`src/rtl/pipe_ctrl_pkg.sv`:
```
// pipe_ctrl_pkg: shared state encoding, stage indices and helpers
// for the pipeline controller.
package pipe_ctrl_pkg;

   typedef enum logic [2:0] {
      IDLE  = 3'd0,
      BOOT  = 3'd1,
      RUN   = 3'd2,
      DRAIN = 3'd3,
      HALT  = 3'd4
   } state_t;

   localparam int IF_S  = 0;
   localparam int ID_S  = 1;
   localparam int EXE_S = 2;

   function automatic logic [15:0] sat_inc16(
      input logic [15:0] v,
      input logic        en
   );
      return (en && v != 16'hFFFF) ? v + 16'd1 : v;
   endfunction

endpackage

```
`src/rtl/pipe_ctrl_hazard.sv`:
```
// hazard_detect: combinational load-use detection between the
// instruction in EXE and the one in ID.
module hazard_detect #(
   parameter int REG_ADDR_W = 5
) (
   input  logic [REG_ADDR_W-1:0] i_id_rs_addr,
   input  logic [REG_ADDR_W-1:0] i_id_rt_addr,
   input  logic [REG_ADDR_W-1:0] i_exe_write_addr,
   input  logic                  i_exe_reg_write,
   input  logic                  i_exe_mem_to_reg,
   output logic                  o_load_use
);

   logic w_match;

   assign w_match = (i_exe_write_addr == i_id_rs_addr) ||
                    (i_exe_write_addr == i_id_rt_addr);

   // r0 is hard-wired zero, so a load into it never hazards
   assign o_load_use = i_exe_reg_write && i_exe_mem_to_reg &&
                       (i_exe_write_addr != '0) && w_match;

endmodule

```
`src/rtl/pipe_ctrl.sv`:
```
// pipe_ctrl: boot/run/drain/halt sequencer with per-stage enables and
// flushes. Define PIPE_CTRL_PERF_EN to add saturating perf counters.
module pipe_ctrl
   import pipe_ctrl_pkg::*;
#(
   parameter int NUM_STAGES = 5,
   parameter int BR_STAGE   = 3,
   parameter int REG_ADDR_W = 5,
   parameter int BOOT_CNT_W = 8
) (
   input  logic                  i_clk,
   input  logic                  i_rst,
   input  logic                  i_boot_up,
   input  logic                  i_boot_web,
   input  logic [REG_ADDR_W-1:0] i_id_rs_addr,
   input  logic [REG_ADDR_W-1:0] i_id_rt_addr,
   input  logic [REG_ADDR_W-1:0] i_exe_write_addr,
   input  logic                  i_exe_reg_write,
   input  logic                  i_exe_mem_to_reg,
   input  logic                  i_branch_taken,
   input  logic                  i_peri_web,
   input  logic                  i_peri_ready,
   input  logic                  i_halt_req,
   output logic                  o_pc_run,
   output logic                  o_pc_load,
   output logic [NUM_STAGES-1:0] o_stage_en,
   output logic [NUM_STAGES-1:0] o_stage_flush,
   output logic [BOOT_CNT_W-1:0] o_boot_cnt,
   output logic [2:0]            o_ctrl_state
`ifdef PIPE_CTRL_PERF_EN
   ,
   output logic [15:0]           o_stall_cnt,
   output logic [15:0]           o_flush_cnt,
   output logic [15:0]           o_periwait_cnt
`endif
);

   localparam int DCW = $clog2(NUM_STAGES);
   localparam logic [NUM_STAGES-1:0] ALL = '1;
   localparam logic [NUM_STAGES-1:0] BR_MASK =
      NUM_STAGES'((1 << BR_STAGE) - 1);

   state_t                r_state, w_state_nxt;
   logic [BOOT_CNT_W-1:0] r_boot_cnt, w_boot_cnt_nxt;
   logic [DCW-1:0]        r_drain, w_drain_nxt;
   logic                  w_load_use;
   logic                  w_peri_stall;
   logic                  w_reboot;

   hazard_detect #(.REG_ADDR_W(REG_ADDR_W)) u_hazard (
      .i_id_rs_addr     (i_id_rs_addr),
      .i_id_rt_addr     (i_id_rt_addr),
      .i_exe_write_addr (i_exe_write_addr),
      .i_exe_reg_write  (i_exe_reg_write),
      .i_exe_mem_to_reg (i_exe_mem_to_reg),
      .o_load_use       (w_load_use)
   );

   assign w_peri_stall = !i_peri_web && !i_peri_ready;
   assign w_reboot     = i_boot_up &&
                         (r_state == RUN || r_state == DRAIN ||
                          r_state == HALT);

   always_ff @(posedge i_clk) begin
      if (i_rst) begin
         r_state    <= IDLE;
         r_boot_cnt <= '0;
         r_drain    <= '0;
      end else begin
         r_state    <= w_state_nxt;
         r_boot_cnt <= w_boot_cnt_nxt;
         r_drain    <= w_drain_nxt;
      end
   end

   always_comb begin
      w_state_nxt    = r_state;
      w_boot_cnt_nxt = r_boot_cnt;
      w_drain_nxt    = r_drain;
      unique case (r_state)
         IDLE: begin
            if (i_boot_up) begin
               w_state_nxt    = BOOT;
               w_boot_cnt_nxt = '0;
            end
         end
         BOOT: begin
            if (!i_boot_web && r_boot_cnt != '1)
               w_boot_cnt_nxt = r_boot_cnt + BOOT_CNT_W'(1);
            if (!i_boot_up)
               w_state_nxt = (w_boot_cnt_nxt != '0) ? RUN : IDLE;
         end
         RUN: begin
            if (i_boot_up) begin
               w_state_nxt    = BOOT;
               w_boot_cnt_nxt = '0;
            end else if (i_halt_req) begin
               w_state_nxt = DRAIN;
               w_drain_nxt = DCW'(NUM_STAGES - 1);
            end
         end
         DRAIN: begin
            if (i_boot_up) begin
               w_state_nxt    = BOOT;
               w_boot_cnt_nxt = '0;
            end else if (!w_peri_stall) begin
               w_drain_nxt = r_drain - DCW'(1);
               if (r_drain == DCW'(1))
                  w_state_nxt = HALT;
            end
         end
         HALT: begin
            if (i_boot_up) begin
               w_state_nxt    = BOOT;
               w_boot_cnt_nxt = '0;
            end
         end
         default: w_state_nxt = IDLE;
      endcase
   end

   always_comb begin
      o_pc_run      = 1'b0;
      o_pc_load     = 1'b0;
      o_stage_en    = '0;
      o_stage_flush = ALL;
      if (!w_reboot) begin
         unique case (r_state)
            RUN: begin
               o_stage_flush = '0;
               if (w_peri_stall) begin
                  o_stage_en = '0;
               end else if (i_branch_taken) begin
                  o_pc_run      = 1'b1;
                  o_pc_load     = 1'b1;
                  o_stage_en    = ALL;
                  o_stage_flush = BR_MASK;
               end else if (w_load_use) begin
                  o_stage_en              = ALL;
                  o_stage_en[IF_S]        = 1'b0;
                  o_stage_en[ID_S]        = 1'b0;
                  o_stage_flush[EXE_S]    = 1'b1;
               end else begin
                  o_pc_run   = 1'b1;
                  o_stage_en = ALL;
               end
            end
            DRAIN: begin
               o_stage_flush = '0;
               if (!w_peri_stall) begin
                  o_stage_en          = ALL;
                  o_stage_flush[IF_S] = 1'b1;
               end
            end
            HALT: o_stage_flush = '0;
            default: ;
         endcase
      end
   end

   assign o_boot_cnt   = r_boot_cnt;
   assign o_ctrl_state = r_state;

`ifdef PIPE_CTRL_PERF_EN
   logic w_in_run;
   logic w_boot_entry;
   logic r_unused_guard;

   assign w_in_run     = (r_state == RUN) && !w_reboot;
   assign w_boot_entry = (w_state_nxt == BOOT) && (r_state != BOOT);

   always_ff @(posedge i_clk) begin
      if (i_rst || w_boot_entry) begin
         o_stall_cnt    <= '0;
         o_flush_cnt    <= '0;
         o_periwait_cnt <= '0;
      end else begin
         o_stall_cnt    <= sat_inc16(o_stall_cnt, w_in_run &&
                           !w_peri_stall && !i_branch_taken && w_load_use);
         o_flush_cnt    <= sat_inc16(o_flush_cnt, w_in_run &&
                           !w_peri_stall && i_branch_taken);
         o_periwait_cnt <= sat_inc16(o_periwait_cnt, w_peri_stall &&
                           (w_in_run || (r_state == DRAIN && !w_reboot)));
      end
   end

   assign r_unused_guard = 1'b0;
`endif

endmodule

```
`config.mk`:
```
export PLATFORM = sky130hd
export DESIGN_NAME = pipe_ctrl
export DESIGN_NICKNAME = d
export VERILOG_FILES = /design/src/rtl/pipe_ctrl_pkg.sv /design/src/rtl/pipe_ctrl_hazard.sv /design/src/rtl/pipe_ctrl.sv
export SDC_FILE = /design/constraint.sdc
export NUM_CORES = 1
export LEC_CHECK = 0
export CORE_ASPECT_RATIO = 0.6
export CORE_MARGIN = 2
export CORE_UTILIZATION = 44
export CTS_CLUSTER_DIAMETER = 120
export DETAILED_ROUTE_END_ITERATION = 10
export PLACE_DENSITY = 0.86
export SLEW_MARGIN = 20
export SYNTH_ARGS = -nofsm -noshare
export SYNTH_HDL_FRONTEND = slang
export SYNTH_SLANG_ARGS = --single-unit
```
`constraint.sdc`:
```
create_clock -name i_clk -period 2.15 [get_ports i_clk]
set_input_delay 0.215 -clock i_clk [delete_from_list [all_inputs] [get_ports i_clk]]
set_output_delay 0.215 -clock i_clk [all_outputs]
set_load 0.05 [all_outputs]
```
# Word level (Yosys, flattened, before mapping)
# Index checks and enable logic that the tools add are counted.
[op_classes] addsub=2 reduce_logical=22 mux=40 n_eq_ne=18
[ops] operator="$mux 3" count=12
[ops] operator="$mux 8" count=3
[ops] operator="$mux 5" count=4
[ops] operator="$pmux 8 s2" count=1
[ops] operator="$pmux 5 s3" count=1
[ops] operator="$mux 1" count=12
[ops] operator="$pmux 3 s4" count=1
[ops] operator="$eq 5x5->1" count=2
[ops] operator="$ne 2x2->1 const B" count=5
[ops] operator="$pmux 5 s2" count=1
[ops] operator="$reduce_and 5->1" count=2
[ops] operator="$add 8x1->8 const B" count=1
[ops] operator="$mux 2" count=4
[ops] operator="$ne 8x8->1 const B" count=1
[ops] operator="$reduce_bool 8->1" count=1
[ops] operator="$eq 3x1->1 const B" count=2
[ops] operator="$eq 3x2->1 const B" count=2
[ops] operator="$logic_and 1x1->1" count=6
[ops] operator="$ne 3x3->1 const B" count=2
[ops] operator="$pmux 3 s2" count=1
[ops] operator="$reduce_bool 5->1" count=1
[ops] operator="$ne 2x1->1 const B" count=2
[ops] operator="$reduce_bool 2->1" count=2
[ops] operator="$reduce_or 4->1" count=1
[ops] operator="8 further kinds" count=12
[totals] out_inout_bits=23 register_bits=14

# Depth between registers and ports, before layout
# Gate-level depths: netlist (run 1).
[logic_depth] word_depth=8 depth_mapped=7 depth_no_buf=7

# Hierarchy
# From an unflattened synthesis (run 1), not the netlist that was laid out.
[hier_totals] hier_cells=166 hier_area_um2=1216.2
[modules_own_cells] module="pipe_ctrl" instances=1 cells_per_inst=149 area_per_inst_um2=1083.5
[modules_own_cells] module="hazard_detect" instances=1 cells_per_inst=17 area_per_inst_um2=132.6

# Worst setup path after synthesis (run 1)
# No wires, ideal clock.
[synth_timing] path_kind="reg2out" startpoint="reg r_state[1], in the netlist o_ctrl_state[1]" endpoint="out o_stage_en[1]" slack_ns=-0.969 arrival_time_ns=2.904 t_required_ns=1.935 path_stages_with_launch=6 path_buffers=2 path_cell_list="dfxtp_1 buf_4 or3b_4 nor2_1 o31a_1 buf_4"
[synth_via] elab_chain_len=5
[synth_lines] element="from (decl)" line_no="pipe_ctrl.sv:43" source="state_t r_state, w_state_nxt;"
[synth_lines] element="from (signal assigned)" line_no="pipe_ctrl.sv:70" source="r_state <= w_state_nxt;"
[synth_lines] element="$eq 3x2->1" line_no="pipe_ctrl.sv:61, pipe_ctrl.sv:128"
[synth_lines] element="$logic_or 1x1->1 (2 in a row)" line_no="pipe_ctrl.sv:61" source="(r_state == RUN || r_state == DRAIN ||"
[synth_lines] element="$logic_and 1x1->1" line_no="pipe_ctrl.sv:60" source="assign w_reboot = i_boot_up &&"
[synth_lines] element="$mux 5 *" line_no="pipe_ctrl.sv:127" source="if (!w_reboot) begin"
[synth_lines] element="to (decl)" line_no="pipe_ctrl.sv:26" source="output logic [NUM_STAGES-1:0] o_stage_en,"
# Every way passes the cells marked *; elsewhere a longest branch is shown, timed or not.

# Worst setup path in the final report (run 1)
[layout_timing] startpoint="in i_id_rt_addr[2]" endpoint="out o_pc_run"
[layout_via] elab_chain_len=8
[layout_lines] element="from (decl)" line_no="pipe_ctrl.sv:16" source="input logic [REG_ADDR_W-1:0] i_id_rt_addr,"
[layout_lines] element="$eq 5x5->1" line_no="pipe_ctrl_hazard.sv:17" source="(i_exe_write_addr == i_id_rt_addr);"
[layout_lines] element="$logic_or 1x1->1" line_no="pipe_ctrl_hazard.sv:16" source="assign w_match = (i_exe_write_addr == i_id_rs_addr) ||"
[layout_lines] element="$logic_and 1x1->1" line_no="pipe_ctrl_hazard.sv:21" source="(i_exe_write_addr != '0) && w_match;"
[layout_lines] element="$mux 1" line_no="pipe_ctrl.sv:138" source="end else if (w_load_use) begin"
[layout_lines] element="$mux 1" line_no="pipe_ctrl.sv:133" source="end else if (i_branch_taken) begin"
[layout_lines] element="$mux 1" line_no="pipe_ctrl.sv:131" source="if (w_peri_stall) begin"
[layout_lines] element="$mux 1" line_no="pipe_ctrl.sv:128" source="unique case (r_state)"
[layout_lines] element="$mux 1" line_no="pipe_ctrl.sv:127"
[layout_lines] element="to (decl)" line_no="pipe_ctrl.sv:24" source="output logic o_pc_run,"
# No other way between the ends.

==> impl_metrics.toml, run 1 <==
[routing]
drt_iter0_drc = 137
ant_nets = 0
drt_wl_total_um = 4490
drtPass1Iterations = 4
vias = 1586
drt-vias-per-instance = 6.17
drc_errors = 0
wl_per_cell_um = 17.5

[sta]
layout_min_cycle_time_ns = 2.07
worst_pin_slew_ns = 0.522
period_share = 0.962
fmax_mhz = 484
slew_headroom = 0.651
rsz0062_at_grt = "no"
finalHoldViolations = 0
fin_tns_setup_ns = 0
hold_slack_ns = 0.476
final-setup-viol-count = 0
clock-skew-final_ns = 0.00452
final_max_slew_viol_count = 0

[power_and_ir_drop]
leakagePower_nw = 0.782
p_per_area_nw_per_um2 = 385
p_seq_frac = 0.352
peakVddDrop_v = 0.000254
p_comb_frac = 0.303
p_int_mw = 0.539
switching_share = 0.305
clockPowerShare = 0.345
switchingPower_mw = 0.236

[clock_tree]
cts-root-buf = "clkbuf_8"
h-tree-depth = 1
cts_made_buffers = 3
hold_buffers = 0
path_clk_slew_ns = 0.06
cts_max_path_buffers = 2
clock-sinks = 14
cts_tree = "done"
clkLatencyLatePin_ns = 0.25

[critical_path]
crit_start = "i_id_rt_addr[2]"
crit_end = "o_pc_run"
rrSetupSlack_ns = 0.24
ff2ff_path_depth = 6
crit_path_end_kind = "output port"
arrival_ns = 1.85
path_class = "input port to output port"
start_kind = "input port"
rr_endpoint = "o_ctrl_state[1]"
crit_required_ns = 1.93
crit-reg2reg-launch = "o_boot_cnt[0]"
crit_fanout = 3

[global_route]
antenna_found_initial = 0
grt_max_degree = 14
grt_pass1_wl_um = 7020
overflow = 0
track_usage = 0.284
grt_pass1_vias = 1455

[synthesis]
synth_nets = 197
syn_area_um2 = 1240
synth_simple_gate_area_frac = 0.287
synth_cell_types = 49
ys_ff_latch = 14
ys_warn_count = 0
synth_compound_gate_area_share = 0.294
synth_top_family_by_area = "compound AO/OA/AOI/OAI gates"
muxShareOfSynthArea = 0
synth_xor_area_frac = 0.0777
postSynthAreaPerCell_um2 = 7.34
synth_ff_type = "dfxtp_1"
seq_area_frac_synth = 0.226
synth_cells = 169
synth_adder_area_share = 0.0303
async_reset_ff_frac = 0
synth-edff-count = 0

[floorplanning]
die_h_um = 45.1
pin_count = 48
fp-row-count = 14
core-area_um2 = 2590
die_w_um = 72.5
die_area_um2 = 3270
initial_core_util = 0.478

[placement]
gp_congestion = 0.950
io_buffers = 47
post-place-cells = 252
hpwl_um = 3440
postPlaceCellArea_um2 = 1900

[layout]
drive_above_1_share = 0.227
fin_area_um2 = 2010
fin_cells = 257
antenna_cells = 0
post-route-util = 0.777
finish.net_count = 254
area_growth_syn_to_layout_pct = 62.4

[hold_path]
hold_class = "register to register"

[run]
maxCapViolations = 0

[outcome]
status = "finished clean"
## sequential cells by signal, indices dropped and copies added, names as in the netlist
name	flops
o_boot_cnt	8
r_drain	3
o_ctrl_state	3
## layout make-up
cell class              instances  area [µm²]
clock buffers                   4        55.1
fillers                       167         579
inverters                      10        37.5
multi-input cells             133         917
flip-flops and latches         14         284
well taps                      32        40.0
repair buffers                 64         679
## how the worst min path moves through the flow
| stage | startpoint | end | cells after the start |
|---|---|---|---|
| 2_1_floorplan | i_rst | r_drain[2] | 1 |
| 3_3_place_gp | r_drain[2] | r_drain[2] | 1 |
| 3_5_place_dp | r_drain[2] | r_drain[2] | 1 |
| 4_1_cts | r_drain[2] | r_drain[2] | 1 |
| 5_1_grt | r_drain[2] | r_drain[2] | 1 |
| 6_report | r_drain[2] | r_drain[2] | 1 |
## worst max-delay path, cell delays in order
cell	delay, ns
clkdlybuf4s50_1	0.49
xnor2_1	0.14
nand3_1	0.11
o22ai_2	0.18
o2111ai_2	0.17
buf_4	0.17
o211a_1	0.23
buf_12	0.16
## routing by layer
layer | vias up | global-route usage | wire, µm
met4 | 0 | 0.0519 | 74
met1 | 742 | 0.374 | 1860
li1 | 741 | - | -
met2 | 91 | 0.485 | 2100
met3 | 12 | 0.0670 | 455
met5 | - | 0 | 0
## power groups by stage
stage / logic [mW] / clock network, mW / registers, mW
global placement: 0.214 / 0 / 0.278
global route: 0.247 / 0.281 / 0.274
finish: 0.235 / 0.268 / 0.273
floorplan: 0.107 / 0 / 0.286
CTS: 0.229 / 0.269 / 0.273
detailed placement: 0.223 / 0 / 0.278
## metrics by stage
step | total power [mW] | setup WS (ns)
CTS | 0.771 | 0.00355
finish | 0.775 | 0.0822
global route | 0.802 | 0.0214
detailed placement | 0.502 | -0.0229
floorplan | 0.393 | -0.115
global placement | 0.491 | 0.0224
## synth_stat cells (2+ instances only)
cell	instances	area share
nor2b_1	2	0.010
ha_1	3	0.030
nand4_1	3	0.015
o21ai_1	4	0.016
clkbuf_1	3	0.0091
buf_2	4	0.016
nor3_1	9	0.036
and3_1	2	0.010
inv_1	10	0.030
xnor2_1	11	0.078
nand2b_1	5	0.025
dfxtp_1	14	0.23
or3_1	2	0.010
nor4_1	2	0.010
a211oi_1	2	0.012
a31oi_1	5	0.025
or4_1	2	0.012
nand3_1	9	0.036
a311oi_1	2	0.014
o21ai_0	6	0.024
a21oi_1	19	0.077
nand2_1	3	0.0091
buf_4	5	0.030
nor2_1	17	0.051
## logic make-up (layout without fill, tap and decap cells)
group	count (synthesis)	count (layout)
and+or+nand+nor	65	65
AOI/OAI and AO/OA	54	54
buffers and inverters	22	78
DFF	14	14
xor gates and xnor gates	11	11
adders and majority gates	3	3
## repair_timing
action                     in CTS  in global routing
pin swaps                       2                  2
buffers inserted                1                  0
resized for setup               7                  6
setup endpoints to repair       5                  6
## cell usage in the layout (no fill, tap or decap), types with 3 or more instances in the layout
cell	instances
clkdlybuf4s50_1	29
buf_4	20
a21oi_1	18
nor2_1	16
dfxtp_1	11
inv_1	10
xnor2_1	9
nand3_1	9
nor3_1	8
buf_12	8
nand2b_1	5
a31oi_1	5
o21ai_0	4
clkbuf_8	4
dlymetal6s2s_1	4
nand2_1	3
nand4_1	3
o21ai_1	3
ha_1	3
dfxtp_2	3
No activity file was read; power rests on OpenSTA's default activity.
==> run 2: changes to the inputs <==
--- a/config.mk
+++ b/config.mk
@@ -10,6 +10,7 @@
 export CORE_UTILIZATION = 44
 export CTS_CLUSTER_DIAMETER = 120
 export DETAILED_ROUTE_END_ITERATION = 10
+export GPL_TIMING_DRIVEN = 0
 export PLACE_DENSITY = 0.86
 export SLEW_MARGIN = 20
 export SYNTH_ARGS = -nofsm -noshare
==> run 2 against run 1 <==
  * Via count decreased by 2.8%
  * Critical endpoint is now o_stage_flush[4]
  * Critical path type is now register to output port
  * Worst hold slack got worse by 0.20 ns
  * Flip-flop and latch count stayed put
  * Sequential share of layout area up 1.2 points
==> impl_metrics.toml, run 2 (synthesis gave the netlist of run 1 again) <==
[layout]
post-route-util = 0.716
finish.net_count = 248
fin_area_um2 = 1860
antenna_cells = 0
nFillCells = 213
drive_above_1_share = 0.187
fin_cells = 251
layout_common_cells = "29 x clkdlybuf4s50_1, 18 x a21oi_1, 15 x nor2_1, 11 x xnor2_1, 11 x dfxtp_1"
largest_reg_flops = 8
final_common_cell = "clkdlybuf4s50_1"
area_growth_syn_to_layout_pct = 49.6

[sta]
hold_slack_ns = 0.279
fin_tns_setup_ns = 0
period_share = 0.972
slew_headroom = 0.544
layout_min_cycle_time_ns = 2.09
rsz0062_at_grt = "no"
final_max_slew_viol_count = 0
finalHoldViolations = 0
worst_pin_slew_ns = 0.684
fmax_mhz = 479
clock-skew-final_ns = 0.00431
final-setup-viol-count = 0

[power_and_ir_drop]
p_comb_frac = 0.285
p_per_area_nw_per_um2 = 404
p_seq_frac = 0.361
peakVddDrop_v = 0.000338
p_int_mw = 0.520
leakagePower_nw = 0.697
switching_share = 0.306
switchingPower_mw = 0.229
clockPowerShare = 0.354

[routing]
ant_nets = 0
wl_per_cell_um = 17.3
drt_iter0_drc = 172
drtPass1Iterations = 5
drc_errors = 0
vias = 1541
drt_wl_total_um = 4340
drt-vias-per-instance = 6.14

[clock_tree]
path_clk_slew_ns = 0.06
cts_max_path_buffers = 2
cts_tree = "done"
cts_made_buffers = 3
h-tree-depth = 1
clkLatencyLatePin_ns = 0.25
clock-sinks = 14
cts-root-buf = "clkbuf_8"

[global_route]
track_usage = 0.267
grt_max_degree = 11
grt_pass1_vias = 1411
antenna_found_initial = 0
overflow = 0
grt_pass1_wl_um = 6690

[floorplanning]
pin_count = 48
die_area_um2 = 3270
core-area_um2 = 2590
die_h_um = 45.1
fp-row-count = 14
initial_core_util = 0.478
die_w_um = 72.5

[placement]
gp_congestion = 0.922
io_buffers = 46
hpwl_um = 3190
post-place-cells = 247
postPlaceCellArea_um2 = 1770

[critical_path]
path_class = "register to output port"
start_kind = "register"
path_cells = "clkbuf_4 -> nor3_4 -> o21ai_4 -> buf_4 -> dlygate4sd2_1"
cp_slowest_cell = "dlygate4sd2_1"
rrSetupSlack_ns = 0.08
crit_path_end_kind = "output port"
arrival_ns = 1.87
crit_fanout = 10
crit_required_ns = 1.93
max_stage_delay_ns = 0.52

[outcome]
status = "finished clean"

[run]
maxCapViolations = 0

[hold_path]
hold_class = "input port to register"
## run 2: cell count changes in the layout (fill, tap and decap cells not counted), moves of 2 or more
cell	before	now
buf_4	20	8
buf_12	8	0
buf_2	0	7
clkbuf_1	0	2
clkbuf_2	0	2
xnor2_1	9	11
xnor2_2	2	0
## run 2: metrics by stage
| step | power, mW | setup slack [ns] |
|---|---|---|
| final | 0.749 | 0.0602 |
| after global routing | 0.781 | 0.00350 |
| after CTS | 0.747 | -0.0886 |
| after detailed placement | 0.480 | -0.753 |
| after global placement | 0.472 | -0.720 |
| after floorplan | 0.393 | -0.115 |
## run 2: layout make-up
class	instances	area, µm²	share of cell area
multi-input cells	133	928	0.500
repair buffers	47	443	0.239
flip-flops and latches	14	284	0.153
plain buffers	11	67.6	0.0364
clock buffers	4	55.1	0.0297
well taps	32	40.0	0.0216
inverters	10	37.5	0.0202
## run 2: path summary, 6_finish.rpt
check,startpoint,end,cells past startpoint
worst min register to register,r_drain[2],r_drain[2],1
worst min-delay path,i_boot_up,o_ctrl_state[2],2
worst max register to register,o_boot_cnt[0],o_ctrl_state[1],6
worst max-delay path,o_ctrl_state[0],o_stage_flush[4],5
## run 2: power groups by stage
stage	Sequential, mW	Clock, mW	Combinational, mW
finish	0.271	0.265	0.213
CTS	0.270	0.271	0.207
detailed placement	0.276	0	0.204
global placement	0.274	0	0.198
global route	0.271	0.282	0.228
floorplan	0.286	0	0.107
## run 2: worst max-delay path, delay by kind of cell (launching register included)
family,cells,cell delay [ns]
AO/OA/AOI/OAI,1,0.17
flip-flops,1,0.45
AND/OR/NAND/NOR,1,0.07
buffers and inverters,3,0.93
## run 2: what timing repair did
action / CTS / global route
pin swaps: 0 / 4
resized for setup: 37 / 24
setup endpoints to repair: 12 / 10
hold buffers: 0 / 0
buffers inserted: 0 / 1
hold endpoints to repair: 0 / 0
cloned: 0 / 0
## run 2: metal layers
| layer | wire, µm | track usage | share of wire | vias to the layer above |
|---|---|---|---|---|
| li1 | - | - | - | 726 |
| met1 | 1870 | 0.356 | 0.43 | 693 |
| met2 | 1960 | 0.444 | 0.45 | 109 |
| met3 | 438 | 0.0647 | 0.10 | 13 |
| met4 | 72 | 0.0593 | 0.017 | 0 |
| met5 | 0 | 0 | 0 | - |
